==> config.mk <==
export PLATFORM = sky130hd
export DESIGN_NAME = cam_to_ram_flat
export DESIGN_NICKNAME = d
export VERILOG_FILES = /design/src/rtl/cam_to_ram_if.sv /design/src/rtl/cam_to_ram.sv /design/src/flat_wrapper.sv
export SDC_FILE = /design/constraint.sdc
export NUM_CORES = 1
export LEC_CHECK = 0
export CAP_MARGIN = 25
export CORE_ASPECT_RATIO = 1.4
export CORE_MARGIN = 2
export CORE_UTILIZATION = 47
export DETAILED_ROUTE_END_ITERATION = 6
export DONT_BUFFER_PORTS = 1
export PLACE_DENSITY = 0.62
export SETUP_SLACK_MARGIN = 0.15
export SKIP_LAST_GASP = 1
export SLEW_MARGIN = 5
export SYNTH_ARGS = -nofsm -noshare
export SYNTH_HDL_FRONTEND = slang
export SYNTH_SLANG_ARGS = --single-unit
==> constraint.sdc <==
create_clock -name clk_i -period 1.7 [get_ports clk_i]
set_input_delay 0.34 -clock clk_i [delete_from_list [all_inputs] [get_ports clk_i]]
set_output_delay 0.34 -clock clk_i [all_outputs]
set_load 0.01 [all_outputs]
==> src/rtl/cam_to_ram_if.sv <==
// cam_to_ram_if: camera input bus and frame-RAM write port bundle for cam_to_ram
interface cam_to_ram_if #(
    parameter int ADDR_W = 17
);
    logic              capture_en_i;
    logic              cam_vsync_i;
    logic              cam_href_i;
    logic [7:0]        cam_data_i;
    logic              ram_wr_en_o;
    logic [ADDR_W-1:0] ram_wr_addr_o;
    logic [15:0]       ram_wr_data_o;
    logic              busy_o;
    logic              frame_done_o;
    logic              frame_err_o;

    modport master (
        output capture_en_i, cam_vsync_i, cam_href_i, cam_data_i,
        input  ram_wr_en_o, ram_wr_addr_o, ram_wr_data_o, busy_o, frame_done_o, frame_err_o
    );

    modport slave (
        input  capture_en_i, cam_vsync_i, cam_href_i, cam_data_i,
        output ram_wr_en_o, ram_wr_addr_o, ram_wr_data_o, busy_o, frame_done_o, frame_err_o
    );
endinterface

==> src/rtl/cam_to_ram.sv <==
// cam_to_ram: packs camera byte pairs into RGB565 and writes a cropped window linearly to frame RAM
module cam_to_ram #(
    parameter int H_ACTIVE = 480,
    parameter int V_ACTIVE = 272,
    parameter int H_START  = 0,
    parameter int V_START  = 0,
    parameter int ADDR_W   = 17
) (
    input  logic        clk_i,
    input  logic        rst_n_i,
    cam_to_ram_if.slave bus
);
    localparam logic [15:0]     H_LO  = 16'(H_START);
    localparam logic [15:0]     H_HI  = 16'(H_START + H_ACTIVE);
    localparam logic [15:0]     V_LO  = 16'(V_START);
    localparam logic [15:0]     V_HI  = 16'(V_START + V_ACTIVE);
    localparam logic [ADDR_W:0] TOTAL = (ADDR_W+1)'(H_ACTIVE * V_ACTIVE);
    localparam logic [ADDR_W:0] ONE   = (ADDR_W+1)'(1);

    typedef enum logic [1:0] {S_WAIT_VS_HI, S_WAIT_VS_LO, S_FRAME} state_t;

    state_t            r_state, w_next;
    logic              r_vsync, r_href, r_vsync_d, r_href_d;
    logic [7:0]        r_data, r_hi;
    logic [15:0]       r_line, r_pcnt, r_pix;
    logic              r_phase, r_bad, r_pix_vld;
    logic              r_wr_en, r_end, r_end_d, r_done, r_err;
    logic [ADDR_W-1:0] r_wr_addr;
    logic [15:0]       r_wr_data;
    logic [ADDR_W:0]   r_wcnt;

    logic              w_vs_rise, w_vs_fall, w_href_rise, w_href_fall;
    logic              w_start, w_in_frame, w_line_in, w_phase, w_keep, w_room;
    logic [15:0]       w_pcnt;

    assign w_vs_rise   = r_vsync & ~r_vsync_d;
    assign w_vs_fall   = ~r_vsync & r_vsync_d;
    assign w_href_rise = r_href & ~r_href_d;
    assign w_href_fall = ~r_href & r_href_d;
    assign w_in_frame  = r_state == S_FRAME;
    assign w_start     = r_state == S_WAIT_VS_LO && w_vs_fall && bus.capture_en_i;
    assign w_line_in   = r_line >= V_LO && r_line < V_HI;
    assign w_pcnt      = w_href_rise ? 16'd0 : r_pcnt;
    assign w_phase     = ~w_href_rise & r_phase;
    assign w_keep      = w_line_in && w_pcnt >= H_LO && w_pcnt < H_HI;
    assign w_room      = r_wcnt < TOTAL;

    assign bus.ram_wr_en_o   = r_wr_en;
    assign bus.ram_wr_addr_o = r_wr_addr;
    assign bus.ram_wr_data_o = r_wr_data;
    assign bus.busy_o        = w_in_frame;
    assign bus.frame_done_o  = r_done;
    assign bus.frame_err_o   = r_err;

    // Register the camera bus once and keep a delayed copy for edge detection
    always_ff @(posedge clk_i) begin
        if (!rst_n_i) begin
            r_vsync   <= 1'b0;
            r_href    <= 1'b0;
            r_data    <= 8'd0;
            r_vsync_d <= 1'b0;
            r_href_d  <= 1'b0;
        end else begin
            r_vsync   <= bus.cam_vsync_i;
            r_href    <= bus.cam_href_i;
            r_data    <= bus.cam_data_i;
            r_vsync_d <= r_vsync;
            r_href_d  <= r_href;
        end
    end

    // State register
    always_ff @(posedge clk_i) begin
        if (!rst_n_i) r_state <= S_WAIT_VS_HI;
        else          r_state <= w_next;
    end

    // Frame sequencing: arm on VSYNC fall, close the frame on VSYNC rise
    always_comb begin
        w_next = r_state;
        case (r_state)
            S_WAIT_VS_HI: w_next = r_vsync ? S_WAIT_VS_LO : S_WAIT_VS_HI;
            S_WAIT_VS_LO: w_next = !w_vs_fall ? S_WAIT_VS_LO : bus.capture_en_i ? S_FRAME : S_WAIT_VS_HI;
            S_FRAME:      w_next = w_vs_rise ? S_WAIT_VS_LO : S_FRAME;
            default:      w_next = S_WAIT_VS_HI;
        endcase
    end

    // Byte pairing, line/pixel counting, window test and bad-line tracking
    always_ff @(posedge clk_i) begin
        if (!rst_n_i) begin
            r_line    <= 16'd0;
            r_pcnt    <= 16'd0;
            r_phase   <= 1'b0;
            r_hi      <= 8'd0;
            r_bad     <= 1'b0;
            r_pix     <= 16'd0;
            r_pix_vld <= 1'b0;
        end else begin
            r_pix_vld <= 1'b0;
            if (w_start) begin
                r_line  <= 16'd0;
                r_pcnt  <= 16'd0;
                r_phase <= 1'b0;
                r_bad   <= 1'b0;
            end else if (w_in_frame) begin
                if (r_href) begin
                    r_phase <= ~w_phase;
                    r_pcnt  <= w_phase ? w_pcnt + 16'd1 : w_pcnt;
                    if (!w_phase) r_hi <= r_data;
                    else begin
                        r_pix     <= {r_hi, r_data};
                        r_pix_vld <= w_keep;
                    end
                end
                if (w_href_fall) begin
                    r_line <= r_line + 16'd1;
                    if (w_line_in && (r_phase || r_pcnt < H_HI)) r_bad <= 1'b1;
                end
            end
        end
    end

    // RAM write port: one strobe per kept pixel, address advances after each write
    always_ff @(posedge clk_i) begin
        if (!rst_n_i) begin
            r_wr_en   <= 1'b0;
            r_wr_addr <= '0;
            r_wr_data <= 16'd0;
            r_wcnt    <= '0;
        end else begin
            r_wr_en <= r_pix_vld && w_room;
            if (w_start) begin
                r_wr_addr <= '0;
                r_wcnt    <= '0;
            end else if (r_pix_vld && w_room) begin
                r_wr_addr <= r_wcnt[ADDR_W-1:0];
                r_wr_data <= r_pix;
                r_wcnt    <= r_wcnt + ONE;
            end
        end
    end

    // End-of-frame verdict, delayed so a last in-flight write is counted first
    always_ff @(posedge clk_i) begin
        if (!rst_n_i) begin
            r_end   <= 1'b0;
            r_end_d <= 1'b0;
            r_done  <= 1'b0;
            r_err   <= 1'b0;
        end else begin
            r_end   <= w_in_frame & w_vs_rise;
            r_end_d <= r_end;
            r_done  <= r_end_d & ~r_bad & (r_wcnt == TOTAL);
            r_err   <= r_end_d & (r_bad | (r_wcnt != TOTAL));
        end
    end
endmodule

==> src/flat_wrapper.sv <==
// flat-port wrapper written by rule: the top's interface ports become plain ports
module cam_to_ram_flat 
#(
    parameter int H_ACTIVE = 480,
    parameter int V_ACTIVE = 272,
    parameter int H_START  = 0,
    parameter int V_START  = 0,
    parameter int ADDR_W   = 17
)
  (clk_i, rst_n_i, bus_capture_en_i, bus_cam_vsync_i, bus_cam_href_i, bus_cam_data_i, bus_ram_wr_en_o, bus_ram_wr_addr_o, bus_ram_wr_data_o, bus_busy_o, bus_frame_done_o, bus_frame_err_o);
  cam_to_ram_if #(.ADDR_W(ADDR_W)) bus_i ();
  input  logic clk_i;
  input  logic rst_n_i;
  input wire logic [$bits(bus_i.capture_en_i)-1:0] bus_capture_en_i;
  input wire logic [$bits(bus_i.cam_vsync_i)-1:0] bus_cam_vsync_i;
  input wire logic [$bits(bus_i.cam_href_i)-1:0] bus_cam_href_i;
  input wire logic [$bits(bus_i.cam_data_i)-1:0] bus_cam_data_i;
  output wire logic [$bits(bus_i.ram_wr_en_o)-1:0] bus_ram_wr_en_o;
  output wire logic [$bits(bus_i.ram_wr_addr_o)-1:0] bus_ram_wr_addr_o;
  output wire logic [$bits(bus_i.ram_wr_data_o)-1:0] bus_ram_wr_data_o;
  output wire logic [$bits(bus_i.busy_o)-1:0] bus_busy_o;
  output wire logic [$bits(bus_i.frame_done_o)-1:0] bus_frame_done_o;
  output wire logic [$bits(bus_i.frame_err_o)-1:0] bus_frame_err_o;
  assign bus_i.capture_en_i = bus_capture_en_i;
  assign bus_i.cam_vsync_i = bus_cam_vsync_i;
  assign bus_i.cam_href_i = bus_cam_href_i;
  assign bus_i.cam_data_i = bus_cam_data_i;
  assign bus_ram_wr_en_o = bus_i.ram_wr_en_o;
  assign bus_ram_wr_addr_o = bus_i.ram_wr_addr_o;
  assign bus_ram_wr_data_o = bus_i.ram_wr_data_o;
  assign bus_busy_o = bus_i.busy_o;
  assign bus_frame_done_o = bus_i.frame_done_o;
  assign bus_frame_err_o = bus_i.frame_err_o;
  cam_to_ram #(.H_ACTIVE(H_ACTIVE), .V_ACTIVE(V_ACTIVE), .H_START(H_START), .V_START(V_START), .ADDR_W(ADDR_W)) u_core (.clk_i(clk_i), .rst_n_i(rst_n_i), .bus(bus_i));
endmodule
==> flow_summary_export.csv, run 1 <==
group,metric,value,unit
synthesis,synth_edf_count,0,
synthesis,ys_seq_area_share,48.2,%
finish,drive_gt1_share,25.6,%
worst_setup_path,cp.arrival,2.02,ns
worst_setup_path,endpoint,"u_core.r_wcnt[11]$_SDFFE_PP0P_",
sta,finalSetupViolations,0,
placed_design,gp_congestion,0.865,
finish,fillCellCount,954,
pwr,p_sw_share,22.5,%
grt,track_usage,20.6,%
worst_setup_path,crit_path_end_kind,"register",
synthesis,yosys-top-cells-area,"dfxtp_1, nand2_1, a21oi_1",
job,cap_violations,0,
floorplanning,top_level_ports,50,
grt,grt_pass1_vias,4477,
worst_setup_path,start_kind,"register",
sta,holdWs,0.0489,ns
worst_setup_path,worstRegToRegCells,4,
worst_setup_path,r2r_setup_slack,0.03,ns
clock_tree,postCtsHoldBufs,0,
synthesis,yosysMostFrequentCell,"dfxtp_1",
pwr,ir_worst_vdd,0.677,mV
finish,nets,687,
grt,grtUsageMet1,23.4,%
pwr,power,6.60,mW
synthesis,synth_commonest_cells,"dfxtp_1, nand2_1, a21oi_1, nor2_1, mux2i_1",
clock_tree,clockBufferDepth,2,
sta,max_freq,600,MHz
route,route.detailed.drc,0,
placed_design,port_buffers,0,
sta,tightest_slew,0.610,ns
sta,grt_setup_unrepaired,"true",
route,via_per_inst,5.58,
synthesis,netlist_instances,620,
worst_setup_path,max_stage_delay,0.58,ns
pwr,power_density,968,nW/um2
worst_setup_path,critPathKind,"register to register",
route,avgRoutedWirePerCell,15.3,um
grt,grt_start_max_net_pins,47,
route,drtAntennaViolNets,0,
finish,fin_util,60.7,%
synthesis,yosysTopAreaCell,"dfxtp_1",
grt,grt_use_met3,5.85,%
status,status,"finished clean",
grt,top_usage_layer,"met2",
worst_setup_path,crit_fanout,6,
finish,syn_to_final_growth,27.1,%
clock_tree,clk_pin_slew_worst_paths,0.06,ns
synthesis,asyncSetResetFlopFracSynth,0,%
clock_tree,clkSinkCount,129,
floorplanning,fp.coreArea,11200,um2
synthesis,synth-seq-cells,129,
worst_hold_path,min_from,"bus_cam_data_i[6]",
sta,clock-skew-final,0.00888,ns
sta,finalSetupTns,0,ns
pwr,internal_power,5.11,mW
synthesis,synth.top_cell.area_share,48.2,%
clock_tree,clk_latency,0.41,ns
route,drtIter0Drc,221,
worst_hold_path,min_path_type,"input port to register",
floorplanning,die_w,94.3,um
worst_setup_path,cp_cell_sequence,"nand3b_1, or4_4, or4_4, nand2_1",
clock_tree,cts_buffers,17,
sta,drv_slew,0,
clock_tree,cts_max_level,4,
synthesis,synth_top_family_by_area,"simple AND/OR/NAND/NOR gates",
pwr,p_seq_share,46.2,%
floorplanning,die_h,130,um
route,dr.pass1.iters,7,
worst_setup_path,timing.rr.end,"u_core.r_wcnt[11]$_SDFFE_PP0P_",
pwr,comb_power_share,1.8,%
pwr,p_switching,1.49,mW
synthesis,synth_cell_type_count,57,
worst_setup_path,cp-startpoint,"u_core.r_wcnt[17]$_SDFFE_PP0P_",
worst_setup_path,crit_slowest_cell,"or4_4",
placed_design,hpwl,8380,um
finish,n_antenna_cell,0,
synthesis,synth_area,5360,um2
pwr,power_leakage,2.42,nW
clock_tree,cts_root_buf,"clkbuf_16",
worst_setup_path,crit_path_frequent_cell,"or4_4",
sta,min_period,1.67,ns
synthesis,syn_nets,637,
worst_setup_path,r2r-start,"u_core.r_wcnt[17]$_SDFFE_PP0P_",
sta,period_share,98.0,%
synthesis,synth_ff_type,"dfxtp_1",
synthesis,synthXorXnorAreaFrac,2.12,%
grt,gr-usage-met2,35.3,%
grt,overflow,0,
floorplanning,rows,46,
synthesis,yosysWarnings,0,
synthesis,synth-compound-area-share,12.0,%
pwr,p_clk_share,52.0,%
floorplanning,die_area,12300,um2
floorplanning,start_util,47.8,%
route,routed_wl,12700,um
synthesis,synthSimpleGateAreaFrac,28.0,%
synthesis,synth_fa_ha_area_share,0.933,%
grt,grt_pass1_wl,20200,um
grt,antenna_found_initial,0,
sta,hold_viol_final,0,
synthesis,synth_mux_area_share,5.32,%
route,via_count,4612,
worst_setup_path,required,2.05,ns
synthesis,syn_area_per_cell,8.65,um2
clock_tree,tritoncts,"yes",
sta,slew_headroom,58.9,%
## worst min-delay path by stage
stage | to | slack, ns | cells past startpoint
final | u_core.r_data[6]$_SDFF_PN0_ | 0.05 | 1
after global routing | u_core.r_data[1]$_SDFF_PN0_ | 0.04 | 1
after CTS | u_core.r_data[6]$_SDFF_PN0_ | 0.04 | 1
after detailed placement | u_core.r_end_d$_SDFF_PN0_ | 0.43 | 1
after global placement | u_core.r_end_d$_SDFF_PN0_ | 0.41 | 1
after floorplan | u_core.r_end_d$_SDFF_PN0_ | 0.41 | 1
## logic make-up (layout without fill, tap and decap cells)
kind of cell	after synthesis	count (layout)
adder cells (fa/ha/maj)	4	4
buffers and inverters	43	106
multiplexers	28	28
AND/OR/NAND/NOR	295	295
AO/OA/AOI/OAI	108	108
flip-flops	129	129
XOR/XNOR	13	13
## flip-flops by register name, indices dropped and copies added, names as in the netlist
| register | count |
|---|---|
| u_core.r_wcnt | 18 |
| u_core.bus.ram_wr_addr_o | 17 |
| u_core.bus.ram_wr_data_o | 16 |
| u_core.r_line | 16 |
| u_core.r_pcnt | 16 |
| u_core.r_pix | 16 |
| u_core.r_data | 8 |
| u_core.r_hi | 8 |
| u_core.r_state | 2 |
| u_core.bus.frame_done_o | 1 |
| u_core.bus.frame_err_o | 1 |
| u_core.bus.ram_wr_en_o | 1 |
| u_core.r_bad | 1 |
| u_core.r_end | 1 |
| u_core.r_end_d | 1 |
| u_core.r_href | 1 |
| u_core.r_href_d | 1 |
| u_core.r_phase | 1 |
| u_core.r_pix_vld | 1 |
| u_core.r_vsync | 1 |
| u_core.r_vsync_d | 1 |
## routing by layer
| metal | share of wire (%) | up-vias |
|---|---|---|
| li1 | - | 2285 |
| met1 | 42 | 2201 |
| met2 | 52 | 102 |
| met3 | 3.3 | 24 |
| met4 | 2.6 | 0 |
| met5 | 0 | - |
## layout make-up
class	instances	area, um2	share of cell area, %
Multi-Input combinational cell	448	2880	42.2
Sequential cell	129	2620	38.4
Timing Repair Buffer	66	548	8.04
Clock buffer	18	429	6.29
Tap cell	144	180	2.64
Clock inverter	14	131	1.93
Inverter	8	30.0	0.440
## cells in the final DEF, fill, tap and decap left out, drive strengths merged, types with 2 or more instances in the layout
cell / count
nand4b: 2
dfxtp: 129
nand3b: 2
o311ai: 2
xnor2: 4
inv: 13
nand4: 19
xor2: 9
nor2b: 3
or3: 10
and4: 5
a21o: 2
a31o: 2
nor2: 37
nand4bb: 2
o41ai: 2
buf: 66
and3: 8
a211oi: 2
and2: 21
ha: 4
clkbuf: 18
a21oi: 65
o31ai: 11
clkinv: 5
and4b: 2
nor3: 9
clkinvlp: 3
nand2: 128
mux2i: 24
mux2: 4
nor4: 6
o211ai: 6
nand3: 19
or4: 15
o21ai: 9
o21a: 3
## through the flow
step	setup slack, ns	instances	instance area, um2
finish	0.0346	827	6820
global route	-0.0125	827	6820
CTS	0.0295	819	6590
detailed placement	-0.0286	778	5870
global placement	0.0172	778	5870
floorplan	0.0883	620	5490
## worst max-delay path: cells and delay by family (launching register included)
| family | cells | cell delay (ns) |
|---|---|---|
| simple gates | 4 | 1.29 |
| flops | 1 | 0.32 |
## power by group through the flow
stage          Clock (mW)  Combinational, mW  Sequential (mW)
2_1_floorplan           0             0.0844             3.11
3_3_place_gp            0             0.0925             3.12
3_5_place_dp            0             0.0937             3.12
4_1_cts              3.50              0.106             3.05
5_1_grt              3.67              0.128             3.05
6_report             3.43              0.117             3.05
## repair_timing
item	in CTS	in global routing
buffers inserted	9	8
pin swaps	14	18
setup endpoints to repair	51	49
resized for setup	29	48
No activity file was read; power rests on OpenSTA's default activity.
==> run 2: changes to the inputs <==
- MAX_ROUTING_LAYER: not set -> met4
==> run 2 against run 1 <==
Cell count increased by 1.5%; largest power group unchanged; clock skew is essentially flat; largest cell class unchanged; critical path type unchanged; routed wire length grew 4.3%; sequential share of layout area decreased by 1.2 points; register-to-register slack improved by 0.03 ns; global-route usage is 1.4 points higher; count of clock-buffer cells in the layout up 1; die area unchanged; sequential power barely moved.
==> flow_summary_export.csv, run 2 (synthesized netlist as in run 1, its figures left out) <==
group,metric,value,unit
sta,tightest_slew,0.475,ns
finish,nets,698,
job,cap_violations,0,
clock_tree,clk_pin_slew_worst_paths,0.06,ns
route,dr.pass1.iters,7,
route,drtIter0Drc,217,
pwr,comb_power_share,1.6,%
sta,min_period,1.64,ns
sta,slew_headroom,67.9,%
status,status,"finished clean",
placed_design,dp.cells,778,
floorplanning,rows,46,
worst_setup_path,cp-startpoint,"u_core.r_wcnt[17]$_SDFFE_PP0P_",
sta,drv_slew,0,
finish,top_register,"u_core.r_wcnt",
clock_tree,cts_buffers,17,
worst_setup_path,crit_slowest_cell,"or4_4",
clock_tree,cts_root_buf,"clkbuf_16",
clock_tree,clk_latency,0.41,ns
sta,grt_setup_unrepaired,"true",
worst_setup_path,required,2.05,ns
clock_tree,clkSinkCount,129,
grt,grt_start_max_net_pins,47,
worst_hold_path,min_from,"bus_cam_data_i[6]",
sta,hold_viol_final,0,
sta,max_freq,610,MHz
placed_design,dp_slack,-0.0410,ns
worst_setup_path,r2r-start,"u_core.r_wcnt[17]$_SDFFE_PP0P_",
grt,antenna_found_initial,1,
grt,overflow,0,
worst_setup_path,start_kind,"register",
route,via_count,4680,
pwr,power,7.13,mW
placed_design,gp_congestion,0.850,
sta,period_share,96.5,%
finish,syn_to_final_growth,31.5,%
clock_tree,tritoncts,"yes",
finish,mostFrequentLayoutCells,"nand2_1, dfxtp_1, buf_4",
clock_tree,clockBufferDepth,2,
pwr,power_density,1010,nW/um2
placed_design,place_area,5870,um2
pwr,p_clk_share,55.6,%
finish,drive_gt1_share,27.7,%
sta,finalSetupTns,0,ns
finish,final_cells,839,
pwr,p_switching,1.49,mW
floorplanning,die_h,130,um
worst_setup_path,crit_path_end_kind,"register",
worst_hold_path,min_path_type,"input port to register",
grt,grt_pass1_vias,4561,
route,avgRoutedWirePerCell,15.7,um
sta,holdWs,0.0505,ns
placed_design,port_buffers,0,
route,via_per_inst,5.58,
sta,clock-skew-final,0.00862,ns
floorplanning,fp.coreArea,11200,um2
floorplanning,start_util,47.8,%
pwr,p_seq_share,42.7,%
grt,track_usage,22.0,%
pwr,ir_worst_vdd,0.844,mV
sta,worst_slack,0.0598,ns
floorplanning,die_w,94.3,um
finish,largest_reg_flops,18,
floorplanning,die_area,12300,um2
sta,finalSetupViolations,0,
pwr,internal_power,5.64,mW
worst_setup_path,crit_fanout,5,
placed_design,hpwl,8480,um
clock_tree,cts_max_level,4,
worst_setup_path,critPathKind,"register to register",
finish,fin_util,62.8,%
worst_setup_path,path_delay_family,"simple AND/OR/NAND/NOR gates",
clock_tree,postCtsHoldBufs,0,
pwr,p_sw_share,20.9,%
route,route.detailed.drc,0,
finish,layout_commonest_cell,"nand2_1",
route,drtAntennaViolNets,0,
floorplanning,top_level_ports,50,
route,routed_wl,13200,um
pwr,power_leakage,2.55,nW
worst_setup_path,cp_cell_sequence,"nand3b_1, or4_4, or4_1, nand2_1",
worst_setup_path,max_stage_delay,0.56,ns
worst_setup_path,cp.arrival,1.99,ns
worst_setup_path,path_buf_inv,0,
grt,grt_pass1_wl,20900,um
finish,design_area,7050,um2
## run 2: worst paths after layout
path / to / slack [ns] / depth (start not counted)
max: u_core.r_wcnt[11]$_SDFFE_PP0P_ / 0.06 / 4
min: u_core.r_data[6]$_SDFF_PN0_ / 0.05 / 1
max reg2reg: u_core.r_wcnt[11]$_SDFFE_PP0P_ / 0.06 / 4
min reg2reg: u_core.r_end_d$_SDFF_PN0_ / 0.43 / 1
## run 2: cell type report
class	count	area (um2)
fillers	942	4170
multi-input cells	448	2910
flip-flops and latches	129	2630
repair buffers	77	646
clock buffers	19	453
clock inverters	13	195
well taps	144	180
inverters	8	30.0
diodes	1	2.50
## run 2: timing repair
item / 4_1_cts / 5_1_grt
pin swaps: 14 / 20
buffers inserted: 9 / 18
cloned: 0 / 1
gates resized for setup: 36 / 51
setup endpoints to repair: 69 / 51
## run 2: metal layers
metal	wire, um	track usage, %
met5	0	-
met4	272	9.04
met3	435	5.96
met2	7030	38.1
met1	5470	23.8
## run 2: power by group through the flow
stage | Clock (mW) | Sequential [mW] | Combinational, mW
floorplan | 0 | 3.11 | 0.0844
global placement | 0 | 3.12 | 0.0933
detailed placement | 0 | 3.12 | 0.0949
CTS | 4.03 | 3.05 | 0.103
global route | 4.16 | 3.05 | 0.125
finish | 3.97 | 3.05 | 0.117
